$ cat src/rtl/ct_idu_split_pkg.sv
// Shared encodings for the atomic long-split expander: uop types, ALU ops,
// FSM states, the AMO opcode prefix and the decoded-field bundle.
package ct_idu_split_pkg;

  // uop types presented to IR
  localparam logic [2:0] UOP_FENCE = 3'd0;
  localparam logic [2:0] UOP_LD    = 3'd1;
  localparam logic [2:0] UOP_ALU   = 3'd2;
  localparam logic [2:0] UOP_ST    = 3'd3;
  localparam logic [2:0] UOP_MOV   = 3'd4;
  localparam logic [2:0] UOP_EXCP  = 3'd7;

  // ALU operations carried by the ALU uop
  localparam logic [3:0] ALU_SWAP  = 4'd0;
  localparam logic [3:0] ALU_ADD   = 4'd1;
  localparam logic [3:0] ALU_AND   = 4'd2;
  localparam logic [3:0] ALU_OR    = 4'd3;
  localparam logic [3:0] ALU_XOR   = 4'd4;
  localparam logic [3:0] ALU_MAX   = 4'd5;
  localparam logic [3:0] ALU_MIN   = 4'd6;
  localparam logic [3:0] ALU_MAXU  = 4'd7;
  localparam logic [3:0] ALU_MINU  = 4'd8;

  // expander FSM states
  localparam logic [2:0] S_IDLE       = 3'd0;
  localparam logic [2:0] S_PRE_FENCE  = 3'd1;
  localparam logic [2:0] S_LD         = 3'd2;
  localparam logic [2:0] S_ALU        = 3'd3;
  localparam logic [2:0] S_ST         = 3'd4;
  localparam logic [2:0] S_MOV        = 3'd5;
  localparam logic [2:0] S_POST_FENCE = 3'd6;
  localparam logic [2:0] S_EXCP       = 3'd7;

  // AMO opcode space: fixed prefix in inst[31:21], codes 0..35 in inst[20:15]
  localparam logic [10:0] AMO_PREFIX   = 11'b00111000011;
  localparam logic [5:0]  AMO_MAX_CODE = 6'd35;
  localparam logic [5:0]  AMO_DB_BASE  = 6'd18;

  // internal temporaries holding the old memory value and the ALU result
  localparam logic [5:0] TMP0_IDX_DEF = 6'd32;
  localparam logic [5:0] TMP1_IDX_DEF = 6'd33;

  typedef struct packed {
    logic       legal;
    logic       db;
    logic       dword;
    logic [3:0] alu_op;
    logic [5:0] rd;
    logic [5:0] rj;
    logic [5:0] rk;
  } amo_fields_t;

endpackage

$ cat src/rtl/ct_idu_split_amo_fdecd.sv
// Combinational field decode of an AMO instruction: legality, barrier
// flavour, operand width, ALU op and the three architectural registers.
module ct_idu_split_amo_fdecd
  import ct_idu_split_pkg::*;
(
  input  logic [31:0]  inst,
  output amo_fields_t  fields
);

  logic [5:0] code;
  logic [5:0] code_base;

  // the _db variants repeat the plain table 18 codes higher
  always_comb begin
    code          = inst[20:15];
    code_base     = (code >= AMO_DB_BASE) ? (code - AMO_DB_BASE) : code;
    fields        = '0;
    fields.legal  = (inst[31:21] == AMO_PREFIX) && (code <= AMO_MAX_CODE);
    fields.db     = (code >= AMO_DB_BASE);
    fields.dword  = code[0];
    fields.alu_op = 4'(code_base >> 1);
    fields.rd     = {1'b0, inst[4:0]};
    fields.rj     = {1'b0, inst[9:5]};
    fields.rk     = {1'b0, inst[14:10]};
  end

endmodule

$ cat src/rtl/ct_idu_id_split_amo.sv
// Atomic long-split expander between ID decode and IR rename. Captures one
// AMO and emits its barrier/load/ALU/store/move uops one per IR handshake.
module ct_idu_id_split_amo
  import ct_idu_split_pkg::*;
#(
  parameter logic [5:0] TMP0_IDX = TMP0_IDX_DEF,
  parameter logic [5:0] TMP1_IDX = TMP1_IDX_DEF
)
(
  input  logic        forever_cpuclk,
  input  logic        cpurst,
  input  logic        rtu_idu_flush,
  input  logic        id_inst_vld,
  input  logic        id_split_amo,
  input  logic [31:0] id_inst,
  output logic        split_id_rdy,
  output logic        split_ir_uop_vld,
  input  logic        ir_split_uop_rdy,
  output logic [2:0]  split_ir_uop_type,
  output logic [3:0]  split_ir_uop_alu_op,
  output logic        split_ir_uop_dword,
  output logic [5:0]  split_ir_uop_dst,
  output logic [5:0]  split_ir_uop_src0,
  output logic [5:0]  split_ir_uop_src1,
  output logic        split_ir_uop_first,
  output logic        split_ir_uop_last
);

  amo_fields_t dec;
  logic [2:0]  state;
  logic [2:0]  state_nxt;
  logic        cap_db;
  logic        cap_dword;
  logic [3:0]  cap_alu_op;
  logic [5:0]  cap_rd;
  logic [5:0]  cap_rj;
  logic [5:0]  cap_rk;
  logic        capture;
  logic        handshake;
  logic        rd_nz;

  ct_idu_split_amo_fdecd u_fdecd (
    .inst   (id_inst),
    .fields (dec)
  );

  assign capture   = (state == S_IDLE) && id_inst_vld && id_split_amo && !rtu_idu_flush;
  assign handshake = split_ir_uop_vld && ir_split_uop_rdy;
  assign rd_nz     = (cap_rd != 6'd0);

  // sequence walk; a flush overrides any handshake or capture
  always_comb begin
    state_nxt = state;
    case (state)
      S_IDLE:       if (capture)   state_nxt = !dec.legal ? S_EXCP :
                                               (dec.db ? S_PRE_FENCE : S_LD);
      S_PRE_FENCE:  if (handshake) state_nxt = S_LD;
      S_LD:         if (handshake) state_nxt = S_ALU;
      S_ALU:        if (handshake) state_nxt = S_ST;
      S_ST:         if (handshake) state_nxt = rd_nz ? S_MOV :
                                               (cap_db ? S_POST_FENCE : S_IDLE);
      S_MOV:        if (handshake) state_nxt = cap_db ? S_POST_FENCE : S_IDLE;
      S_POST_FENCE: if (handshake) state_nxt = S_IDLE;
      S_EXCP:       if (handshake) state_nxt = S_IDLE;
      default:                     state_nxt = S_IDLE;
    endcase
    if (rtu_idu_flush) state_nxt = S_IDLE;
  end

  // state register plus the fields latched when an instruction is taken
  always_ff @(posedge forever_cpuclk) begin
    if (cpurst) begin
      state      <= S_IDLE;
      cap_db     <= 1'b0;
      cap_dword  <= 1'b0;
      cap_alu_op <= 4'd0;
      cap_rd     <= 6'd0;
      cap_rj     <= 6'd0;
      cap_rk     <= 6'd0;
    end else begin
      state <= state_nxt;
      if (capture) begin
        cap_db     <= dec.db;
        cap_dword  <= dec.dword;
        cap_alu_op <= dec.alu_op;
        cap_rd     <= dec.rd;
        cap_rj     <= dec.rj;
        cap_rk     <= dec.rk;
      end
    end
  end

  // per-state uop fields; idle and unused fields stay at zero
  always_comb begin
    split_id_rdy        = (state == S_IDLE);
    split_ir_uop_vld    = (state != S_IDLE) && !rtu_idu_flush;
    split_ir_uop_type   = UOP_FENCE;
    split_ir_uop_alu_op = ALU_SWAP;
    split_ir_uop_dword  = 1'b0;
    split_ir_uop_dst    = 6'd0;
    split_ir_uop_src0   = 6'd0;
    split_ir_uop_src1   = 6'd0;
    split_ir_uop_first  = 1'b0;
    split_ir_uop_last   = 1'b0;
    case (state)
      S_PRE_FENCE: begin
        split_ir_uop_type  = UOP_FENCE;
        split_ir_uop_dword = cap_dword;
        split_ir_uop_first = 1'b1;
      end
      S_LD: begin
        split_ir_uop_type  = UOP_LD;
        split_ir_uop_dword = cap_dword;
        split_ir_uop_dst   = TMP0_IDX;
        split_ir_uop_src0  = cap_rj;
        split_ir_uop_first = !cap_db;
      end
      S_ALU: begin
        split_ir_uop_type   = UOP_ALU;
        split_ir_uop_alu_op = cap_alu_op;
        split_ir_uop_dword  = cap_dword;
        split_ir_uop_dst    = TMP1_IDX;
        split_ir_uop_src0   = TMP0_IDX;
        split_ir_uop_src1   = cap_rk;
      end
      S_ST: begin
        split_ir_uop_type  = UOP_ST;
        split_ir_uop_dword = cap_dword;
        split_ir_uop_src0  = cap_rj;
        split_ir_uop_src1  = TMP1_IDX;
        split_ir_uop_last  = !rd_nz && !cap_db;
      end
      S_MOV: begin
        split_ir_uop_type  = UOP_MOV;
        split_ir_uop_dword = cap_dword;
        split_ir_uop_dst   = cap_rd;
        split_ir_uop_src0  = TMP0_IDX;
        split_ir_uop_last  = !cap_db;
      end
      S_POST_FENCE: begin
        split_ir_uop_type  = UOP_FENCE;
        split_ir_uop_dword = cap_dword;
        split_ir_uop_last  = 1'b1;
      end
      S_EXCP: begin
        split_ir_uop_type  = UOP_EXCP;
        split_ir_uop_first = 1'b1;
        split_ir_uop_last  = 1'b1;
      end
      default: ;
    endcase
  end

endmodule
$ cat config.mk
export PLATFORM = sky130hd
export DESIGN_NAME = ct_idu_id_split_amo
export DESIGN_NICKNAME = d
export VERILOG_FILES = /design/src/rtl/ct_idu_split_pkg.sv /design/src/rtl/ct_idu_split_amo_fdecd.sv /design/src/rtl/ct_idu_id_split_amo.sv
export SDC_FILE = /design/constraint.sdc
export NUM_CORES = 1
export LEC_CHECK = 0
export CORE_MARGIN = 8
export CORE_UTILIZATION = 36
export CTS_CLUSTER_DIAMETER = 150
export DETAILED_ROUTE_END_ITERATION = 6
export HOLD_SLACK_MARGIN = 0.02
export PLACE_DENSITY = 0.86
export SLEW_MARGIN = 30
export SYNTH_ARGS = -nofsm -noshare
export SYNTH_HDL_FRONTEND = slang
export SYNTH_SLANG_ARGS = --single-unit
$ cat constraint.sdc
create_clock -name forever_cpuclk -period 1.7 [get_ports forever_cpuclk]
set_clock_uncertainty 0.1 [all_clocks]
set_input_delay 0.255 -clock forever_cpuclk [delete_from_list [all_inputs] [get_ports forever_cpuclk]]
set_output_delay 0.255 -clock forever_cpuclk [all_outputs]
set_load 0.02 [all_outputs]
# Yosys cells after proc, flatten, opt, wreduce, memory -nomap -nowiden
# Index checks and enable logic that the tools add are counted.
[op_classes] n_eq_ne=15 reduce_logical=20 n_mux=21 n_addsub=1 n_shift=0 multipliers=0 bitwise_logic=0 magnitude_cmp=2 div_mod_pow=0
[ops] operator="3-bit two-way mux" n=10
[ops] operator="6-bit case mux with 2 select lines" n=2
[ops] operator="3-bit case mux with 7 select lines" n=1
[ops] operator="6-bit case mux with 3 select lines" n=1
[ops] operator="3-bit case mux with 5 select lines" n=1
[ops] operator="3-bit equality test, second input constant" n=4
[ops] operator="11-bit by 9-bit equality test with 1-bit output, second input constant" n=1
[ops] operator="2-bit != test, second input constant" n=5
[ops] operator="2-bit OR reduction" n=5
[ops] operator="1-bit logical AND" n=7
[ops] operator="7-bit AND reduction" n=1
[ops] operator="3-bit by 2-bit equality test with 1-bit output, second input constant" n=2
[ops] operator="6-bit by 5-bit greater-or-equal comparator with 1-bit output, second input constant" n=1
[ops] operator="6-bit <= comparator, second input constant" n=1
[ops] operator="6-bit nonzero test" n=1
[ops] operator="6-bit OR reduction" n=1
[ops] operator="5-bit two-way mux" n=1
[ops] operator="5-bit subtractor, second input constant" n=1
[ops] operator="4-bit two-way mux" n=1
[ops] operator="2-bit by 1-bit != test with 1-bit output, second input constant" n=2
[ops] operator="3-bit by 1-bit equality test with 1-bit output, second input constant" n=1
[ops] operator="1-bit zero test" n=3
[ops] operator="3-bit zero test" n=1
[ops] operator="1-bit case mux with 3 select lines" n=1
[ops] operator="4 further kinds" n=4
[word_totals] memories=0 romBits=0 wordCells=66 ramBits=0 output_inout_bits=30 input_bits=38 latchBits=0 ff_bits=24

# Depth between registers and ports, before layout
# Gate-level depths: netlist (run 1).
[depth] word_depth=6 ltp_mapped=7 mapped_depth_nobuf=5

# Modules after synthesis
# From an unflattened synthesis (run 1), not the netlist that was laid out.
[unflattened] cells_unflattened=240 hier_area_um2=1700.4
[by_module_without_submodules] mod="ct_idu_id_split_amo" area_each_um2=1380.1 seq_area_each_um2=540.5 instances=1 cells_per_inst=191
[by_module_without_submodules] mod="ct_idu_split_amo_fdecd" area_each_um2=320.3 seq_area_each_um2=0.0 instances=1 cells_per_inst=49

# Worst setup path after synthesis (run 1)
# OpenSTA, ideal clock, no wires.
[synth_timing] kind="reg-to-reg" start="register state[1]" end="register cap_alu_op[3]" period_less_slack_ns=1.873 setup_ns=0.121 t_required_ns=1.479 arrival_time_ns=1.652 n_path_buf=3 path_slack_ns=-0.173 path_stages_with_launch=8 cell_sequence="dfxtp_1 -> buf_6 -> or3_4 -> or3_1 -> clkbuf_1 -> buf_2 -> a211oi_1 -> nor3_1"
[synth_between] elab_chain_cells=4
[synth_rtl] element="start, declared" line="ct_idu_id_split_amo.sv:30" rtl="logic [2:0] state;"
[synth_rtl] element="start signal, assigned" line="ct_idu_id_split_amo.sv:81" rtl="state <= state_nxt;"
[synth_rtl] element="3-bit zero test" line="ct_idu_id_split_amo.sv:47" rtl="assign capture = (state == S_IDLE) && id_inst_vld && id_split_amo && !rtu_idu_flush;"
[synth_rtl] element="1-bit logical AND (3 in series)" line="ct_idu_id_split_amo.sv:47"
[synth_rtl] element="end signal, assigned" line="ct_idu_id_split_amo.sv:85" rtl="cap_alu_op <= dec.alu_op;"
[synth_rtl] element="end, declared" line="ct_idu_id_split_amo.sv:34" rtl="logic [3:0] cap_alu_op;"
# Every way passes these cells.
# A chain may end at the register's enable or synchronous reset.

# Worst setup path after layout (run 1)
[layout_timing] start="register state[2]" end="register state[1]"
[layout_between] elab_chain_cells=6 elab_cells_between_ends=24 cone_classes="eq/ne (14); mux (1); reduce/logical (9)"
[layout_rtl] element="3-bit zero test" line="ct_idu_id_split_amo.sv:47, ct_idu_id_split_amo.sv:54"
[layout_rtl] element="1-bit logical AND (3 in series)" line="ct_idu_id_split_amo.sv:47"
[layout_rtl] element="2-bit by 1-bit != test with 1-bit output (no source line)"
[layout_rtl] element="7-bit AND reduction (no source line)"
# Parallel ways exist; a longest one is shown, timed or not.

==> results.py, run 1 <==
metrics = {
    "detailed_routing": {
        "ant_nets": 0,
        "route.vias.total": 1880,
        "post-route-drc-count": 0,
        "drtIter0Drc": 99,
        "viasPerCell": 5.24,
        "drt-wirelength-per-cell_um": 18.4,
        "tritonroute_pass_1_iters": 4,
        "finalWirelength_um": 6590,
    },
    "setup_path": {
        "setup.worst_path.class": "register to register",
        "critPathMaxFanout": 7,
        "critPathLaunchType": "register",
        "crit_path_end_kind": "register",
        "worstPathRequired_ns": 1.81,
        "worst-endpoint-arrival_ns": 2.06,
    },
    "clocking": {
        "cts_tree": "done",
        "clk-insertion-delay-late_ns": 0.27,
        "clock_tree.htree_level_count": 1,
        "ctsLongestPathBuffers": 2,
        "cts-root-buf": "clkbuf_8",
        "cts_hold_repair.buffers": 0,
        "cts_inserted_buffers": 3,
        "worst_setup_hold_path_clk_slew_ns": 0.09,
        "cts.sinks": 24,
    },
    "sta": {
        "timing.final.crit_period_ns": 1.94,
        "totalNegativeSetupSlack_ns": -6.20,
        "timing_max_transition_violations_final": 0,
        "achievable-frequency_ghz": 0.515,
        "rsz0062_at_grt": "true",
        "relSlewSlack_pct": 75.6,
        "setup_ws_final_ns": -0.243,
        "fin_crit_sh_pct": 114,
        "setup_viol": 48,
        "worst-slew-pin-transition_ns": 0.361,
        "hold_violations": 0,
    },
    "flow_run": {
        "max-cap-violations": 0,
    },
    "final_layout": {
        "syn_to_final_growth_pct": 118,
        "final_nets": 351,
        "layout-drive-gt1-share_pct": 55.0,
        "layoutNonFillerInstCount": 359,
        "post-route-util_pct": 81.9,
        "diodes": 0,
    },
    "synth": {
        "synth.cell_area_um2": 1380,
        "primary_flip_flop_cell_chosen_by_synthesis_mapping": "dfxtp_1",
        "synthArstFlopShare_pct": 0,
        "yosys_warnings": 0,
        "synth.most_common_cell": "nand2_1",
        "ys_seq_area_share_pct": 34.9,
        "synth.top_cell.area_share_pct": 34.9,
        "synth_register_bits": 24,
        "number_of_nets_in_the_synthesized_netlist": 230,
        "synth_largest_area_cell": "dfxtp_1",
        "netlist-cell-type-count": 40,
        "postSynthCellCount": 191,
        "synth.top_cells.by_area": "dfxtp_1, nand2_1, and2_1",
        "synth-edff-count": 0,
        "mean_syn_cell_area_um2": 7.20,
        "synth_commonest_cells": "nand2_1, dfxtp_1, a21oi_1",
    },
    "power": {
        "cellLeakagePower_nw": 1.28,
        "powerDensity_nw_per_um2": 531,
        "fin_total_pwr_mw": 1.59,
        "ir_drop_v": 0.000563,
    },
    "grt": {
        "largest_net_degree_at_the_start_of_global_routing": 15,
        "grt-busiest-layer": "met2",
        "first_pass_grt_wire_length_um": 8590,
        "global_route.overflow_total": 0,
        "global_route.usage.met2_pct": 30.3,
        "grt_pass1_vias": 1813,
        "grtUsageMet3_pct": 5.76,
        "global_route.usage.met1_pct": 18.2,
        "antenna_found_initial": 0,
        "globalRouteTotalUtil_pct": 17.3,
    },
    "die": {
        "std_cell_rows": 22,
        "floorplan.die.height_um": 77.8,
        "die_x_um": 77.8,
        "die_area_um2": 6050,
        "boundaryPins": 68,
        "core_area_um2": 3660,
        "initial_utilization_pct": 37.6,
    },
    "placement": {
        "placed_cells_incl_taps": 332,
        "detailedPlacementHpwl_um": 3620,
        "gp_routability_congestion": 0.865,
        "dp_slack_ns": -0.524,
        "portBuffers": 67,
    },
    "hold_path": {
        "hold_path.class": "register to register",
    },
    "status": {
        "run_status": "finished, violations left",
        "failed_checks": "negative setup slack",
    },
}
[registers in the layout (all words and copies together), names as in the netlist]
name        count
cap_alu_op      4
cap_db          1
cap_dword       1
cap_rd          5
cap_rj          5
cap_rk          5
state           3
[cell families (layout without fill, tap and decap cells)]
kind of cell | after synthesis | count (layout) | synth area share, %
simple gates | 98 | 98 | 35.0
compound gates | 47 | 47 | 21.2
flops | 24 | 24 | 34.9
buf+inv | 18 | 138 | 5.82
xor+xnor | 2 | 2 | 1.27
fa+ha+maj | 1 | 1 | 0.910
mux | 1 | 1 | 0.819
[where the power goes]
group          leakage, nW  internal, mW  switching [mW]  total [mW]
registers            0.198         0.581          0.0207       0.602
clock network       0.0357         0.315           0.208       0.523
logic                 1.05         0.255           0.211       0.466
total                 1.28          1.15           0.439        1.59
[timing repair]
| action | 4_1_cts | 5_1_grt |
|---|---|---|
| cloned | 5 | 0 |
| setup endpoints to repair | 54 | 52 |
| buffers inserted | 8 | 10 |
| pin swaps | 31 | 13 |
| gates resized for setup | 214 | 70 |
[path summary, 6_finish.rpt]
path	cells past startpoint	slack, ns	end	start
worst max-delay path	5	-0.24	state[1]	state[2]
worst min-delay path	2	0.36	cap_rk[4]	cap_rk[4]
worst max register to register	5	-0.24	state[1]	state[2]
worst min register to register	2	0.36	cap_rk[4]	cap_rk[4]
[through the flow]
stage               hold slack, ns  instance area, um2
floorplan                    0.234                1380
global placement             0.336                2350
detailed placement           0.341                2350
CTS                          0.355                2680
global route                 0.383                3000
finish                       0.356                3000
[worst max-delay path, stage by stage (launching register included)]
cell	delay [ns]
dfxtp_4	0.38
buf_6	0.12
or3_4	0.37
or3_4	0.41
a221oi_2	0.32
a22o_1	0.18
[layout by cell type (no fill, tap or decap), types with 4 or more instances in the layout]
master / count
a21oi_1: 8
a21oi_2: 10
and2_4: 16
buf_4: 42
buf_6: 43
clkdlybuf4s50_1: 34
dfxtp_1: 20
inv_1: 4
nand2_1: 28
nand2_2: 15
nor2_1: 5
nor3_1: 6
o21ai_0: 6
[layout make-up]
cell class                      instances  area (um2)
Sequential cell                        24         493
Timing Repair Buffer                  129        1240
Inverter                                5        21.3
Fill cell                             207         664
Clock inverter                          1        30.0
Multi-Input combinational cell        149        1110
Clock buffer                            3        41.3
Tap cell                               48        60.1
[layer usage]
layer | vias up | share of wire (%)
met5 | - | 0
met4 | 0 | 3.1
met3 | 18 | 5.5
met2 | 73 | 51
met1 | 901 | 40
li1 | 888 | -
No activity file was read; power rests on OpenSTA's default activity.
==> run 2, diff against run 1 <==
Settings changed: GPL_TIMING_DRIVEN set to 0.
==> results.py, run 2 (same netlist as run 1, synthesis figures left out) <==
metrics = {
    "placement": {
        "portBuffers": 66,
        "gp_routability_congestion": 0.908,
        "placedInstanceArea_um2": 2100,
        "detailedPlacementHpwl_um": 3380,
    },
    "sta": {
        "setup_ws_final_ns": -0.129,
        "fin_crit_sh_pct": 108,
        "worst-slew-pin-transition_ns": 0.501,
        "setup_viol": 45,
        "relSlewSlack_pct": 66.6,
        "rsz0062_at_grt": "true",
        "whs_ns": 0.352,
        "achievable-frequency_ghz": 0.547,
        "hold_violations": 0,
        "timing_max_transition_violations_final": 0,
        "timing.final.crit_period_ns": 1.83,
    },
    "detailed_routing": {
        "drt-wirelength-per-cell_um": 15.6,
        "drtIter0Drc": 85,
        "route.vias.total": 1629,
        "tritonroute_pass_1_iters": 4,
        "post-route-drc-count": 0,
        "viasPerCell": 5.09,
        "finalWirelength_um": 5000,
        "ant_nets": 0,
    },
    "final_layout": {
        "final_common_cell": "nand2_1",
        "final_nets": 312,
        "top_regs": "cap_rd x5, cap_rj x5, cap_rk x5",
        "diodes": 0,
        "layout-drive-gt1-share_pct": 33.1,
        "filler_cells_inserted": 305,
        "post-route-util_pct": 65.9,
        "final_cell_area_um2": 2410,
        "commonest_cells_after_routing_fill_and_taps_aside": "nand2_1, clkdlybuf4s50_1, buf_4",
        "syn_to_final_growth_pct": 75.3,
    },
    "die": {
        "std_cell_rows": 22,
        "initial_utilization_pct": 37.6,
        "die_area_um2": 6050,
        "boundaryPins": 68,
        "floorplan.die.height_um": 77.8,
        "core_area_um2": 3660,
        "die_x_um": 77.8,
    },
    "power": {
        "powerDensity_nw_per_um2": 595,
        "cellLeakagePower_nw": 1.02,
        "ir_drop_v": 0.000594,
        "fin_total_pwr_mw": 1.44,
    },
    "setup_path": {
        "critPathLaunchType": "register",
        "crit_start": "state[0]",
        "critPathMaxFanout": 6,
        "r2r-start": "state[0]",
        "ff2ff_setup_slack_ns": -0.13,
        "reg2reg_to": "state[2]",
        "logic_depth_of_the_worst_register_to_register_path": 4,
        "worst-endpoint-arrival_ns": 1.93,
        "crit_path_end_kind": "register",
        "setup.worst_path.class": "register to register",
        "worstPathRequired_ns": 1.80,
        "worst_setup_path_endpoint": "state[2]",
    },
    "clocking": {
        "cts-root-buf": "clkbuf_8",
        "clk-insertion-delay-late_ns": 0.27,
        "cts.sinks": 24,
        "cts_inserted_buffers": 3,
        "cts_hold_repair.buffers": 0,
        "clock_tree.htree_level_count": 1,
        "ctsLongestPathBuffers": 2,
        "cts_tree": "done",
        "worst_setup_hold_path_clk_slew_ns": 0.09,
    },
    "grt": {
        "globalRouteTotalUtil_pct": 15.1,
        "largest_net_degree_at_the_start_of_global_routing": 15,
        "global_route.overflow_total": 0,
        "first_pass_grt_wire_length_um": 7670,
        "antenna_found_initial": 0,
        "grt_pass1_vias": 1599,
    },
    "status": {
        "failed_checks": "negative setup slack",
        "run_status": "finished, violations left",
    },
    "flow_run": {
        "max-cap-violations": 0,
    },
    "hold_path": {
        "min_path_cells": 2,
        "hold_path.class": "register to register",
    },
}
[run 2: worst min path at each step]
stage,from,to,slack [ns]
after global placement,cap_rj[1],cap_rj[1],0.34
after CTS,cap_rj[1],cap_rj[1],0.35
after floorplan,cpurst,cap_alu_op[3],0.23
after detailed placement,cap_rj[1],cap_rj[1],0.34
after global routing,cap_rk[4],cap_rk[4],0.38
final,cap_alu_op[1],cap_alu_op[1],0.35
[run 2: timing repair]
action / CTS / global route
endpoints found under the hold margin: 0 / 0
resized for setup: 135 / 74
pin swaps: 8 / 12
cloned: 1 / 0
setup buffers: 7 / 6
endpoints found under the setup margin: 54 / 53
[run 2: stage by stage]
| step | instances | setup slack, ns | setup TNS (ns) |
|---|---|---|---|
| detailed placement | 305 | -0.654 | -19.67 |
| finish | 320 | -0.129 | -2.46 |
| CTS | 314 | -0.118 | -1.96 |
| global route | 320 | -0.202 | -4.86 |
| floorplan | 191 | -0.132 | -1.54 |
| global placement | 305 | -0.660 | -18.99 |
[run 2: worst max-delay path: stages, from the launching register on]
cell and delay [ns]:
dfxtp_4 0.37, or3_4 0.43, or3_4 0.42, a221o_1 0.34
o21ai_1 0.10
[run 2: layout make-up]
cell class              count  area, um2  area share [%]
well taps                  48       60.1            2.49
plain buffers              10       82.6            3.43
repair buffers             79        708            29.4
multi-input cells         150        975            40.4
clock buffers               3       41.3            1.71
inverters                   5       18.8           0.778
clock inverters             1       30.0            1.25
flip-flops and latches     24        495            20.6
[run 2: per-layer routing]
metal | GRT usage (%) | share of wire (%) | up-vias
met3 | 5.07 | 8.0 | 7
met1 | 17.7 | 40 | 755
met5 | 0 | 0 | -
met2 | 25.6 | 51 | 57
li1 | - | - | 810
met4 | 3.58 | 0.98 | 0
[run 2: where the power goes]
group	total, mW	switching [mW]	leakage, nW	internal [mW]
registers	0.600	0.0190	0.199	0.581
clock network	0.499	0.184	0.0357	0.315
logic	0.336	0.154	0.783	0.182
total	1.44	0.358	1.02	1.08
==> run 3, diff against run 2 <==
Settings changed: CAP_MARGIN set to 25.
==> results of run 3 <==
No change in the layout: final DEF, timing and power equal those of run 2.
